File: config.mk
export PLATFORM = sky130hd
export DESIGN_NAME = button_gesture_ctrl_flat
export DESIGN_NICKNAME = d
export VERILOG_FILES = /design/src/rtl/button_pkg.sv /design/src/rtl/button_gesture_ctrl_if.sv /design/src/rtl/debounce_ip_core.sv /design/src/rtl/button_gesture_ctrl.sv /design/src/flat_wrapper.sv
export SDC_FILE = /design/constraint.sdc
export NUM_CORES = 1
export LEC_CHECK = 0
export ABC_AREA = 1
export CAP_MARGIN = 30
export CORE_MARGIN = 2
export CORE_UTILIZATION = 42
export CTS_BUF_LIST = sky130_fd_sc_hd__clkbuf_4 sky130_fd_sc_hd__clkbuf_8 sky130_fd_sc_hd__clkbuf_16
export DETAILED_ROUTE_END_ITERATION = 7
export PLACE_DENSITY = 0.66
export SLEW_MARGIN = 40
export SYNTH_ARGS = -nofsm -noshare
export SYNTH_HDL_FRONTEND = slang
export SYNTH_HIERARCHICAL = 1
export SYNTH_SLANG_ARGS = --single-unit
File: constraint.sdc
create_clock -name clk -period 5 [get_ports clk]
set_input_delay 1 -clock clk [delete_from_list [all_inputs] [get_ports clk]]
set_output_delay 1 -clock clk [all_outputs]
set_load 0.03 [all_outputs]
File: src/rtl/button_pkg.sv
// Shared definitions for the push-button gesture controller: event codes,
// controller state encoding and the millisecond counter ceiling.
package button_pkg;

   typedef logic [1:0] evt_code_t;

   localparam evt_code_t EVT_NONE   = 2'b00;
   localparam evt_code_t EVT_SINGLE = 2'b01;
   localparam evt_code_t EVT_DOUBLE = 2'b10;
   localparam evt_code_t EVT_LONG   = 2'b11;

   localparam logic [15:0] MS_SAT = 16'hFFFF;

   typedef enum logic [2:0] {
      ST_IDLE,
      ST_PRESSED,
      ST_LONG_HELD,
      ST_WAIT_SECOND,
      ST_SECOND_PRESSED
   } gesture_state_t;

endpackage

File: src/rtl/button_gesture_ctrl_if.sv
// Event handshake between the gesture controller (master) and its consumer.
interface button_gesture_ctrl_if;
   import button_pkg::*;

   logic      evt_valid;
   evt_code_t evt_code;
   logic      evt_ready;
   logic      evt_dropped;

   modport master (output evt_valid, output evt_code, output evt_dropped, input evt_ready);
   modport slave  (input evt_valid, input evt_code, input evt_dropped, output evt_ready);

endinterface

File: src/rtl/debounce_ip_core.sv
// Debouncer: two-flop synchroniser, one sample stage, then a stability counter.
// The level only flips after the sampled pin has differed from it for
// CLK_FREQ_HZ/2000 + 1 consecutive cycles; change pulses for one cycle then.
module debounce_ip_core #(
   parameter int CLK_FREQ_HZ = 10_000_000,
   parameter bit IS_PULLUP   = 1'b0
) (
   input  logic clk,
   input  logic rst_n,
   input  logic raw,
   output logic level,
   output logic change
);

   localparam int STABLE = (CLK_FREQ_HZ / 2000 > 0) ? CLK_FREQ_HZ / 2000 : 1;
   localparam int CW     = $clog2(STABLE + 1);

   logic [1:0]    sync;
   logic          sample;
   logic [CW-1:0] cnt;

   // Synchronise the raw pin and normalise it so that 1 always means pressed.
   always_ff @(posedge clk or negedge rst_n) begin
      if (!rst_n) begin
         sync   <= {2{IS_PULLUP}};
         sample <= 1'b0;
      end else begin
         sync   <= {sync[0], raw};
         sample <= sync[1] ^ IS_PULLUP;
      end
   end

   // Accept a new level only after it has been held long enough.
   always_ff @(posedge clk or negedge rst_n) begin
      if (!rst_n) begin
         level  <= 1'b0;
         change <= 1'b0;
         cnt    <= '0;
      end else if (sample != level) begin
         if (cnt == CW'(STABLE)) begin
            level  <= sample;
            change <= 1'b1;
            cnt    <= '0;
         end else begin
            change <= 1'b0;
            cnt    <= cnt + CW'(1);
         end
      end else begin
         change <= 1'b0;
         cnt    <= '0;
      end
   end

endmodule

File: src/rtl/button_gesture_ctrl.sv
// Push-button gesture controller: classifies debounced presses into SINGLE,
// DOUBLE and LONG events and offers them through a one-entry valid/ready slot.
module button_gesture_ctrl
   import button_pkg::*;
#(
   parameter int CLK_FREQ_HZ = 10_000_000,
   parameter bit IS_PULLUP   = 1'b0,
   parameter int LONG_MS     = 800,
   parameter int DOUBLE_MS   = 300
) (
   input  logic                 clk,
   input  logic                 rst_n,
   input  logic                 push_button,
   output logic                 pressed,
   button_gesture_ctrl_if.master evt
);

   localparam int TICK_DIV = (CLK_FREQ_HZ / 1000 > 0) ? CLK_FREQ_HZ / 1000 : 1;
   localparam int PW       = (TICK_DIV > 1) ? $clog2(TICK_DIV) : 1;

   logic           deb_level;
   logic           deb_change;
   logic           press_edge;
   logic           release_edge;
   logic [PW-1:0]  prescale;
   logic [15:0]    ms_cnt;
   logic           tick;
   logic           long_hit;
   logic           dbl_hit;
   gesture_state_t state_q;
   gesture_state_t state_d;
   logic           emit;
   evt_code_t      emit_code;
   logic           slot_valid;
   evt_code_t      slot_code;
   logic           drop_pulse;
   logic           handshake;

   debounce_ip_core #(
      .CLK_FREQ_HZ (CLK_FREQ_HZ),
      .IS_PULLUP   (IS_PULLUP)
   ) u_debounce (
      .clk    (clk),
      .rst_n  (rst_n),
      .raw    (push_button),
      .level  (deb_level),
      .change (deb_change)
   );

   assign press_edge   = deb_change & deb_level;
   assign release_edge = deb_change & ~deb_level;

   // Timeouts fire on the tick that carries the ms counter up to the limit.
   assign tick     = (prescale == PW'(TICK_DIV - 1));
   assign long_hit = tick && (ms_cnt == 16'(LONG_MS - 1));
   assign dbl_hit  = tick && (ms_cnt == 16'(DOUBLE_MS - 1));

   // Registered copy of the debounced level for the application.
   always_ff @(posedge clk or negedge rst_n) begin
      if (!rst_n) pressed <= 1'b0;
      else        pressed <= deb_level;
   end

   // Millisecond timer, restarted whenever the controller changes state.
   always_ff @(posedge clk or negedge rst_n) begin
      if (!rst_n) begin
         prescale <= '0;
         ms_cnt   <= '0;
      end else if (state_d != state_q) begin
         prescale <= '0;
         ms_cnt   <= '0;
      end else if (tick) begin
         prescale <= '0;
         if (ms_cnt != MS_SAT) ms_cnt <= ms_cnt + 16'd1;
      end else begin
         prescale <= prescale + PW'(1);
      end
   end

   // Gesture state register.
   always_ff @(posedge clk or negedge rst_n) begin
      if (!rst_n) state_q <= ST_IDLE;
      else        state_q <= state_d;
   end

   // Gesture classification; LONG beats a simultaneous release, while a
   // second press beats a simultaneous double-click timeout.
   always_comb begin
      state_d   = state_q;
      emit      = 1'b0;
      emit_code = EVT_NONE;
      case (state_q)
         ST_IDLE: begin
            if (press_edge) state_d = ST_PRESSED;
         end
         ST_PRESSED: begin
            if (long_hit) begin
               emit      = 1'b1;
               emit_code = EVT_LONG;
               state_d   = ST_LONG_HELD;
            end else if (release_edge) begin
               state_d = ST_WAIT_SECOND;
            end
         end
         ST_LONG_HELD: begin
            if (release_edge) state_d = ST_IDLE;
         end
         ST_WAIT_SECOND: begin
            if (press_edge) begin
               state_d = ST_SECOND_PRESSED;
            end else if (dbl_hit) begin
               emit      = 1'b1;
               emit_code = EVT_SINGLE;
               state_d   = ST_IDLE;
            end
         end
         ST_SECOND_PRESSED: begin
            if (release_edge) begin
               emit      = 1'b1;
               emit_code = EVT_DOUBLE;
               state_d   = ST_IDLE;
            end
         end
         default: state_d = ST_IDLE;
      endcase
   end

   assign handshake = slot_valid & evt.evt_ready;

   // One-entry event slot; a new event is dropped only if the slot stays full.
   always_ff @(posedge clk or negedge rst_n) begin
      if (!rst_n) begin
         slot_valid <= 1'b0;
         slot_code  <= EVT_NONE;
         drop_pulse <= 1'b0;
      end else begin
         drop_pulse <= 1'b0;
         if (emit) begin
            if (!slot_valid || handshake) begin
               slot_valid <= 1'b1;
               slot_code  <= emit_code;
            end else begin
               drop_pulse <= 1'b1;
            end
         end else if (handshake) begin
            slot_valid <= 1'b0;
            slot_code  <= EVT_NONE;
         end
      end
   end

   assign evt.evt_valid   = slot_valid;
   assign evt.evt_code    = slot_code;
   assign evt.evt_dropped = drop_pulse;

endmodule

File: src/flat_wrapper.sv
// flat-port wrapper written by rule: the top's interface ports become plain ports
module button_gesture_ctrl_flat import button_pkg::*;
#(
   parameter int CLK_FREQ_HZ = 10_000_000,
   parameter bit IS_PULLUP   = 1'b0,
   parameter int LONG_MS     = 800,
   parameter int DOUBLE_MS   = 300
)
  (clk, rst_n, push_button, pressed, evt_evt_valid, evt_evt_code, evt_evt_dropped, evt_evt_ready);
  button_gesture_ctrl_if evt_i ();
  input  logic clk;
  input  logic rst_n;
  input  logic push_button;
  output logic pressed;
  output wire logic [$bits(evt_i.evt_valid)-1:0] evt_evt_valid;
  output wire logic [$bits(evt_i.evt_code)-1:0] evt_evt_code;
  output wire logic [$bits(evt_i.evt_dropped)-1:0] evt_evt_dropped;
  input wire logic [$bits(evt_i.evt_ready)-1:0] evt_evt_ready;
  assign evt_evt_valid = evt_i.evt_valid;
  assign evt_evt_code = evt_i.evt_code;
  assign evt_evt_dropped = evt_i.evt_dropped;
  assign evt_i.evt_ready = evt_evt_ready;
  button_gesture_ctrl #(.CLK_FREQ_HZ(CLK_FREQ_HZ), .IS_PULLUP(IS_PULLUP), .LONG_MS(LONG_MS), .DOUBLE_MS(DOUBLE_MS)) u_core (.clk(clk), .rst_n(rst_n), .push_button(push_button), .pressed(pressed), .evt(evt_i));
endmodule
* Word-level counts from Yosys, hierarchy flattened *
Cells that the tools add are included.

storage, ports and cells
  bits of input ports = 4
  bits in registers = 56
  word-level logic and storage cells = 77

operators by class
  bitwise operators = 4
  muxes and demuxes = 34
  $add $sub $neg = 3
  reduce and logical (&&, ||, !) cells = 12
  equality and inequality tests = 12

operators with widths
  operator                                         number
  two-way mux 16 bit                               3
  two-way mux 14 bit                               2
  two-way mux 13 bit                               2
  two-way mux 3 bit                                6
  adder 16 x 1 -> 16 bit, second input constant    1
  == test 16 x 10 -> 1 bit, second input constant  1
  == test 16 x 9 -> 1 bit, second input constant   1
  inequality test 16 bit, second input constant    1
  adder 14 x 1 -> 14 bit, second input constant    1
  == test 14 bit, second input constant            1
  adder 13 x 1 -> 13 bit, second input constant    1
  == test 13 bit, second input constant            1
  two-way mux 1 bit                                12
  two-way mux 2 bit                                6
  one-hot mux 3 bit (4 select lines)               1
  == test 3 x 2 -> 1 bit, second input constant    2
  one-hot mux 2 bit (3 select lines)               1
  AND reduction 2 bit                              3
  nonzero test 2 bit                               3
  bitwise AND 1 bit                                3
  == test 3 x 1 -> 1 bit, second input constant    1
  == test 3 bit, second input constant             1
  zero test 3 bit                                  1
  inequality test 3 bit                            1
  other kinds (8)                                  9

* Depth between registers and ports, before layout *
  word-level depth = 8
  mapped depth = 13
  mapped depth without buffers = 12

* Hierarchy *
Netlist, hierarchy kept.

by module, submodules not included
  module               cells an instance  times used  area each (um^2)
  button_gesture_ctrl  321                1           2429.8
  debounce_ip_core     109                1           942.2

* Least setup slack after synthesis *
OpenSTA, ideal clock, no wires.

  path type = register -> register
  from = register u_core.ms_cnt[0]
  to = register u_core.ms_cnt[5]
  required time = 4.884 ns
  setup slack = 3.297 ns
  cell stages (with the launch flop) = 12
  arrival = 1.588 ns
  library setup time = 0.116 ns
  cell sequence = dfrtp_1 > ha_1 > nand2_1 > nor2_2 > nand2_2 > nor3_4 > nand4_1 > buf_2 > nand3_1 > nand2_1 > nand2_1 > nor2_2

on the way
  cells in the longest elaborated chain, start to end = 8
  elaborated cells on any way between the ends = 17
  those cells by class = 1 x add/sub; 4 x eq/ne; 7 x mux; 5 x reduce/logical

RTL lines
  element                               RTL line                    text
  start: declaration                    button_gesture_ctrl.sv:26   logic [15:0] ms_cnt;
  start signal: assignment              button_gesture_ctrl.sv:74   if (ms_cnt != MS_SAT) ms_cnt <= ms_cnt + 16'd1;
  == test 16 x 9 -> 1 bit               button_gesture_ctrl.sv:56   assign dbl_hit = tick && (ms_cnt == 16'(DOUBLE_MS - 1));
  logical AND 1 bit                     button_gesture_ctrl.sv:56
  two-way mux 3 bit                     button_gesture_ctrl.sv:111  end else if (dbl_hit) begin
  two-way mux 3 bit                     button_gesture_ctrl.sv:109  if (press_edge) begin
  one-hot mux 3 bit (4 select lines)    button_gesture_ctrl.sv:92   case (state_q)
  inequality test 3 bit                 button_gesture_ctrl.sv:69   end else if (state_d != state_q) begin
  nonzero test 2 bit (no source line)   --
  AND reduction 2 bit (no source line)  --

Parallel ways exist; a longest one is shown, timed or not. The select of a mux whose other input is x is not followed.
A chain may end at the register's enable or synchronous reset.

* Worst setup path after layout *
  from = register u_core.slot_valid (netlist: u_core/evt.evt_valid)
  to = output port evt_evt_valid

RTL lines
  element                   RTL line                    text
  start: declaration        button_gesture_ctrl.sv:34   logic slot_valid;
  start signal: assignment  button_gesture_ctrl.sv:133  slot_valid <= 1'b0;
  start signal: assignment  button_gesture_ctrl.sv:140  slot_valid <= 1'b1;
  start signal: assignment  button_gesture_ctrl.sv:146  slot_valid <= 1'b0;
  end: declaration          flat_wrapper.sv:15          output wire logic [$bits(evt_i.evt_valid)-1:0] evt_evt_valid;

No word-level cell between the ends.

==> impl_results.html <==
<table>
<tr><th>Metric</th><th>Value</th></tr>
<tr><th colspan="2">Global route</th></tr>
<tr><td>Met1 layer usage reported by global route</td><td>21.0%</td></tr>
<tr><td>Combined global-route utilization of all metal layers</td><td>16.1%</td></tr>
<tr><td>Number of antenna violations at the first check in global routing</td><td>0</td></tr>
<tr><td>Number of global-route vias before repair</td><td>2,663</td></tr>
<tr><td>Wire length of the first global-routing pass</td><td>11,500 microns</td></tr>
<tr><td>Most used routing layer in global routing</td><td>met2</td></tr>
<tr><td>Met3 Resource Use GR</td><td>2.66%</td></tr>
<tr><td>Maximum number of pins on one net before global-route repair</td><td>57</td></tr>
<tr><td>Grt met2 use</td><td>28.1%</td></tr>
<tr><td>Final global-route overflow total</td><td>0</td></tr>
<tr><th colspan="2">CTS</th></tr>
<tr><td>Clock transition time at the flip-flop clock pins of the worst setup and hold paths</td><td>0.10 ns</td></tr>
<tr><td>Resized cells post-CTS</td><td>0</td></tr>
<tr><td>H-tree level count</td><td>2</td></tr>
<tr><td>Count of clock tree sinks</td><td>56</td></tr>
<tr><td>Buffer cell driving the clock tree root</td><td>sky130_fd_sc_hd__clkbuf_8</td></tr>
<tr><td>Hold buffer count at cts</td><td>0</td></tr>
<tr><td>Number of buffers added by the clock tree synthesis step</td><td>5</td></tr>
<tr><td>TritonCTS clock tree</td><td>yes</td></tr>
<tr><td>Clock Latency Late Sink</td><td>0.31 ns</td></tr>
<tr><td>Buffer count from post-CTS setup fixing</td><td>0</td></tr>
<tr><td>Maximum buffer depth of the clock tree</td><td>2</td></tr>
<tr><th colspan="2">Detailed routing</th></tr>
<tr><td>Antenna violation net count after detailed routing</td><td>0</td></tr>
<tr><td>DRC marker count from the first detailed-route iteration</td><td>116</td></tr>
<tr><td>Total wire length after detailed routing</td><td>6230 microns</td></tr>
<tr><td>Vias per Instance</td><td>4.90</td></tr>
<tr><td>Total DRC errors in the routed layout</td><td>0</td></tr>
<tr><td>Drt wl/cell</td><td>11.5 microns</td></tr>
<tr><td>Total vias in the final route</td><td>2,657</td></tr>
<tr><td>Number of iterations in the first detailed-routing pass</td><td>4</td></tr>
<tr><th colspan="2">Worst setup path</th></tr>
<tr><td>Startpoint of the worst register-to-register path</td><td>u_core/prescale[0]</td></tr>
<tr><td>Number of buffer and inverter instances along the worst setup path</td><td>1</td></tr>
<tr><td>Worst endpoint data arrival time</td><td>1.39 ns</td></tr>
<tr><td>Reg-to-reg slack, setup</td><td>2.74 ns</td></tr>
<tr><td>Maximum fanout along the worst path</td><td>3</td></tr>
<tr><td>Setup crit start kind</td><td>flip-flop</td></tr>
<tr><td>Worst flop-to-flop path endpoint</td><td>u_core/prescale[4]</td></tr>
<tr><td>Slowest Stage Delay on Critical Path</td><td>0.69 ns</td></tr>
<tr><td>Required time worst endpoint</td><td>4.00 ns</td></tr>
<tr><td>Worst r2r path cells</td><td>11</td></tr>
<tr><td>Type of the setup path with the least slack</td><td>reg2out</td></tr>
<tr><td>Cell with the biggest individual delay on the critical path</td><td>sky130_fd_sc_hd__clkdlybuf4s50_1</td></tr>
<tr><td>Cell-by-cell listing of the critical path</td><td>clkdlybuf4s50_1</td></tr>
<tr><td>Largest delay contributor family on the critical path</td><td>buffers and inverters</td></tr>
<tr><td>Crit. End Element</td><td>primary output</td></tr>
<tr><th colspan="2">Timing</th></tr>
<tr><td>Clock Skews</td><td>0.00808 ns</td></tr>
<tr><td>Worst rel slew slack</td><td>53.3%</td></tr>
<tr><td>RSZ-0062 raised after global routing</td><td>no</td></tr>
<tr><td>Final Hold Viols</td><td>0</td></tr>
<tr><td>Summed negative setup slack over all endpoints</td><td>0 ns</td></tr>
<tr><td>Fin. max-slew vios</td><td>0</td></tr>
<tr><td>Actual transition at the worst max-transition pin</td><td>0.700 ns</td></tr>
<tr><td>Number of failing setup endpoints in the final timing report</td><td>0</td></tr>
<tr><td>Period utilization</td><td>47.8%</td></tr>
<tr><td>Maximum clock rate</td><td>419 MHz</td></tr>
<tr><td>Shortest period the worst path allows</td><td>2.39 ns</td></tr>
<tr><th colspan="2">Worst hold path</th></tr>
<tr><td>Number of cells on the worst hold path</td><td>0</td></tr>
<tr><td>Hold wc startpoint</td><td>u_core/u_debounce/sync[1]</td></tr>
<tr><td>Endpoint with the worst hold slack</td><td>u_core/u_debounce/sample</td></tr>
<tr><td>Worst min-delay path class</td><td>reg2reg</td></tr>
<tr><th colspan="2">Finish</th></tr>
<tr><td>Fraction of final layout cells with drive strength greater than 1</td><td>18.9%</td></tr>
<tr><td>Synth-to-Final Area Change</td><td>7.20%</td></tr>
<tr><td>Antenna cells</td><td>0</td></tr>
<tr><td>Final Non-Filler Cells</td><td>542</td></tr>
<tr><td>Design Area, Final</td><td>3610 sq um</td></tr>
<tr><td>Number of nets in the finished design</td><td>447</td></tr>
<tr><td>Count of fill cells added during filler insertion</td><td>783</td></tr>
<tr><th colspan="2">Synth</th></tr>
<tr><td>Post-synthesis cell count</td><td>430</td></tr>
<tr><td>Post-synth cell types</td><td>36</td></tr>
<tr><td>Synth top area share</td><td>41.6%</td></tr>
<tr><td>Synthesis-stage register bit count</td><td>56</td></tr>
<tr><td>Fraction of registers with async set/reset</td><td>100%</td></tr>
<tr><td>Synth Flop Type</td><td>sky130_fd_sc_hd__dfrtp_1</td></tr>
<tr><td>Sequential cell area fraction in the yosys report</td><td>41.6%</td></tr>
<tr><td>Post-Syn Area per Cell</td><td>7.84 sq um</td></tr>
<tr><td>Largest cells by area after synthesis</td><td>sky130_fd_sc_hd__dfrtp_1, sky130_fd_sc_hd__nand2_1, sky130_fd_sc_hd__nor2_2, sky130_fd_sc_hd__inv_1, sky130_fd_sc_hd__nor2_1</td></tr>
<tr><td>Yosys warnings</td><td>6</td></tr>
<tr><td>Net Count, Synth</td><td>438</td></tr>
<tr><td>Dominant cell type by area after synthesis</td><td>sky130_fd_sc_hd__dfrtp_1</td></tr>
<tr><td>Post-synthesis cell area</td><td>3370 sq um</td></tr>
<tr><td>Number of enable flip-flop cells after synthesis</td><td>0</td></tr>
<tr><th colspan="2">Power</th></tr>
<tr><td>Power density cells</td><td>202 nW/um^2</td></tr>
<tr><td>Peak supply drop</td><td>0.118 mV</td></tr>
<tr><td>Leakage power summed over all cells</td><td>1.63 nW</td></tr>
<tr><th colspan="2">Floorplan</th></tr>
<tr><td>Die area</td><td>8760 sq um</td></tr>
<tr><td>CORE AREA</td><td>7770 sq um</td></tr>
<tr><td>Starting density of the core</td><td>43.4%</td></tr>
<tr><td>Vertical die dimension</td><td>93.6 microns</td></tr>
<tr><td>Overall die width</td><td>93.6 microns</td></tr>
<tr><td>Row cnt</td><td>32</td></tr>
<tr><td>Number of top-level pins</td><td>9</td></tr>
<tr><th colspan="2">Placement</th></tr>
<tr><td># placed instances</td><td>534</td></tr>
<tr><td>Detailed-placement wirelength estimate</td><td>4470 microns</td></tr>
<tr><td>Placed standard-cell area</td><td>3520 sq um</td></tr>
<tr><td>Count of input and output buffers</td><td>8</td></tr>
<tr><td>Global placement routability congestion</td><td>0.846</td></tr>
<tr><th colspan="2">Flow run</th></tr>
<tr><td>Count of maximum capacitance violations</td><td>0</td></tr>
<tr><th colspan="2">Status</th></tr>
<tr><td>Outcome</td><td>completed</td></tr>
</table>
[synth_stat cells, types with 4 or more instances]
master,instances
sky130_fd_sc_hd__nand2_1,93
sky130_fd_sc_hd__nand3_2,6
sky130_fd_sc_hd__dfrtp_1,56
sky130_fd_sc_hd__nand2_2,8
sky130_fd_sc_hd__xor2_1,10
sky130_fd_sc_hd__nand4_1,18
sky130_fd_sc_hd__ha_1,4
sky130_fd_sc_hd__inv_1,55
sky130_fd_sc_hd__nand3_1,34
sky130_fd_sc_hd__nor2_1,51
sky130_fd_sc_hd__o21ai_0,13
sky130_fd_sc_hd__buf_6,5
sky130_fd_sc_hd__nor2_2,41
[how the worst max path moves through the flow]
| stage | startpoint | end | slack, ns | cells after the start |
|---|---|---|---|---|
| detailed placement | u_core/prescale[0] | u_core/prescale[8] | 2.69 | 11 |
| floorplan | u_core/ms_cnt[0] | u_core/ms_cnt[5] | 3.30 | 11 |
| CTS | u_core/evt.evt_valid | evt_evt_valid | 2.58 | 1 |
| finish | u_core/evt.evt_valid | evt_evt_valid | 2.61 | 1 |
| global route | u_core/ms_cnt[0] | u_core/ms_cnt[3] | 2.39 | 11 |
| global placement | u_core/prescale[0] | u_core/prescale[9] | 2.46 | 11 |
[metal layers]
layer	routed length, microns	part of all wire, %	up-vias
li1	-	-	1369
met5	0	0	-
met4	29	0.47	0
met1	3050	49	1264
met2	3030	49	22
met3	117	1.9	2
[kinds of logic after synthesis]
group / synth area share, %
and+or+nand+nor: 41.2
buffers and inverters: 8.39
DFF: 41.6
AOI/OAI and AO/OA: 3.75
xor gates and xnor gates: 3.60
adders and majority gates: 1.48
[power breakdown]
group	total [mW]	internal [mW]	switching, mW
Sequential	0.459	0.456	0.00306
Clock	0.251	0.0998	0.152
Combinational	0.0200	0.00551	0.0145
Total	0.730	0.561	0.169
[area by class of cell]
type | instances | area [sq um] | area share (%)
Clock inverter | 3 | 21.3 | 0.588
Timing Repair Buffer | 9 | 82.6 | 2.28
Inverter | 58 | 218 | 6.02
Multi-Input combinational cell | 309 | 1700 | 46.9
Clock buffer | 5 | 68.8 | 1.90
Tap cell | 102 | 128 | 3.53
Sequential cell | 56 | 1400 | 38.8
[cells in the final DEF (no fill, tap or decap), types with 3 or more instances in the layout]
| master | instances |
|---|---|
| sky130_fd_sc_hd__nand2_1 | 93 |
| sky130_fd_sc_hd__dfrtp_1 | 56 |
| sky130_fd_sc_hd__inv_1 | 55 |
| sky130_fd_sc_hd__nor2_1 | 51 |
| sky130_fd_sc_hd__nor2_2 | 41 |
| sky130_fd_sc_hd__nand3_1 | 34 |
| sky130_fd_sc_hd__nand4_1 | 18 |
| sky130_fd_sc_hd__o21ai_0 | 13 |
| sky130_fd_sc_hd__xor2_1 | 10 |
| sky130_fd_sc_hd__nand2_2 | 8 |
| sky130_fd_sc_hd__clkdlybuf4s50_1 | 7 |
| sky130_fd_sc_hd__clkbuf_8 | 5 |
| sky130_fd_sc_hd__nand3_2 | 5 |
| sky130_fd_sc_hd__ha_1 | 4 |
| sky130_fd_sc_hd__inv_2 | 3 |
| sky130_fd_sc_hd__nor3_1 | 3 |
| sky130_fd_sc_hd__or2_2 | 3 |
[flip-flops by register name (all words and copies together) (netlist names), 2 cells and up]
| name | count |
|---|---|
| u_core/ms_cnt | 16 |
| u_core/state_q | 3 |
| u_core/u_debounce/sync | 2 |
| u_core/u_debounce/cnt | 13 |
| u_core/prescale | 14 |
| u_core/evt.evt_code | 2 |
[stage by stage]
| step | worst slack, ns | utilization (%) | hold WS (ns) | total power [mW] |
|---|---|---|---|---|
| after floorplan | 3.30 | - | 0.331 | 0.475 |
| after global placement | 2.46 | 45.3 | 0.334 | 0.489 |
| after detailed placement | 2.69 | 45.4 | 0.337 | 0.489 |
| after CTS | 2.58 | 46.5 | 0.362 | 0.745 |
| after global routing | 2.39 | 46.5 | 0.366 | 0.766 |
| final | 2.61 | 46.5 | 0.359 | 0.730 |
Note: power is estimated with default switching activity, not from simulation.
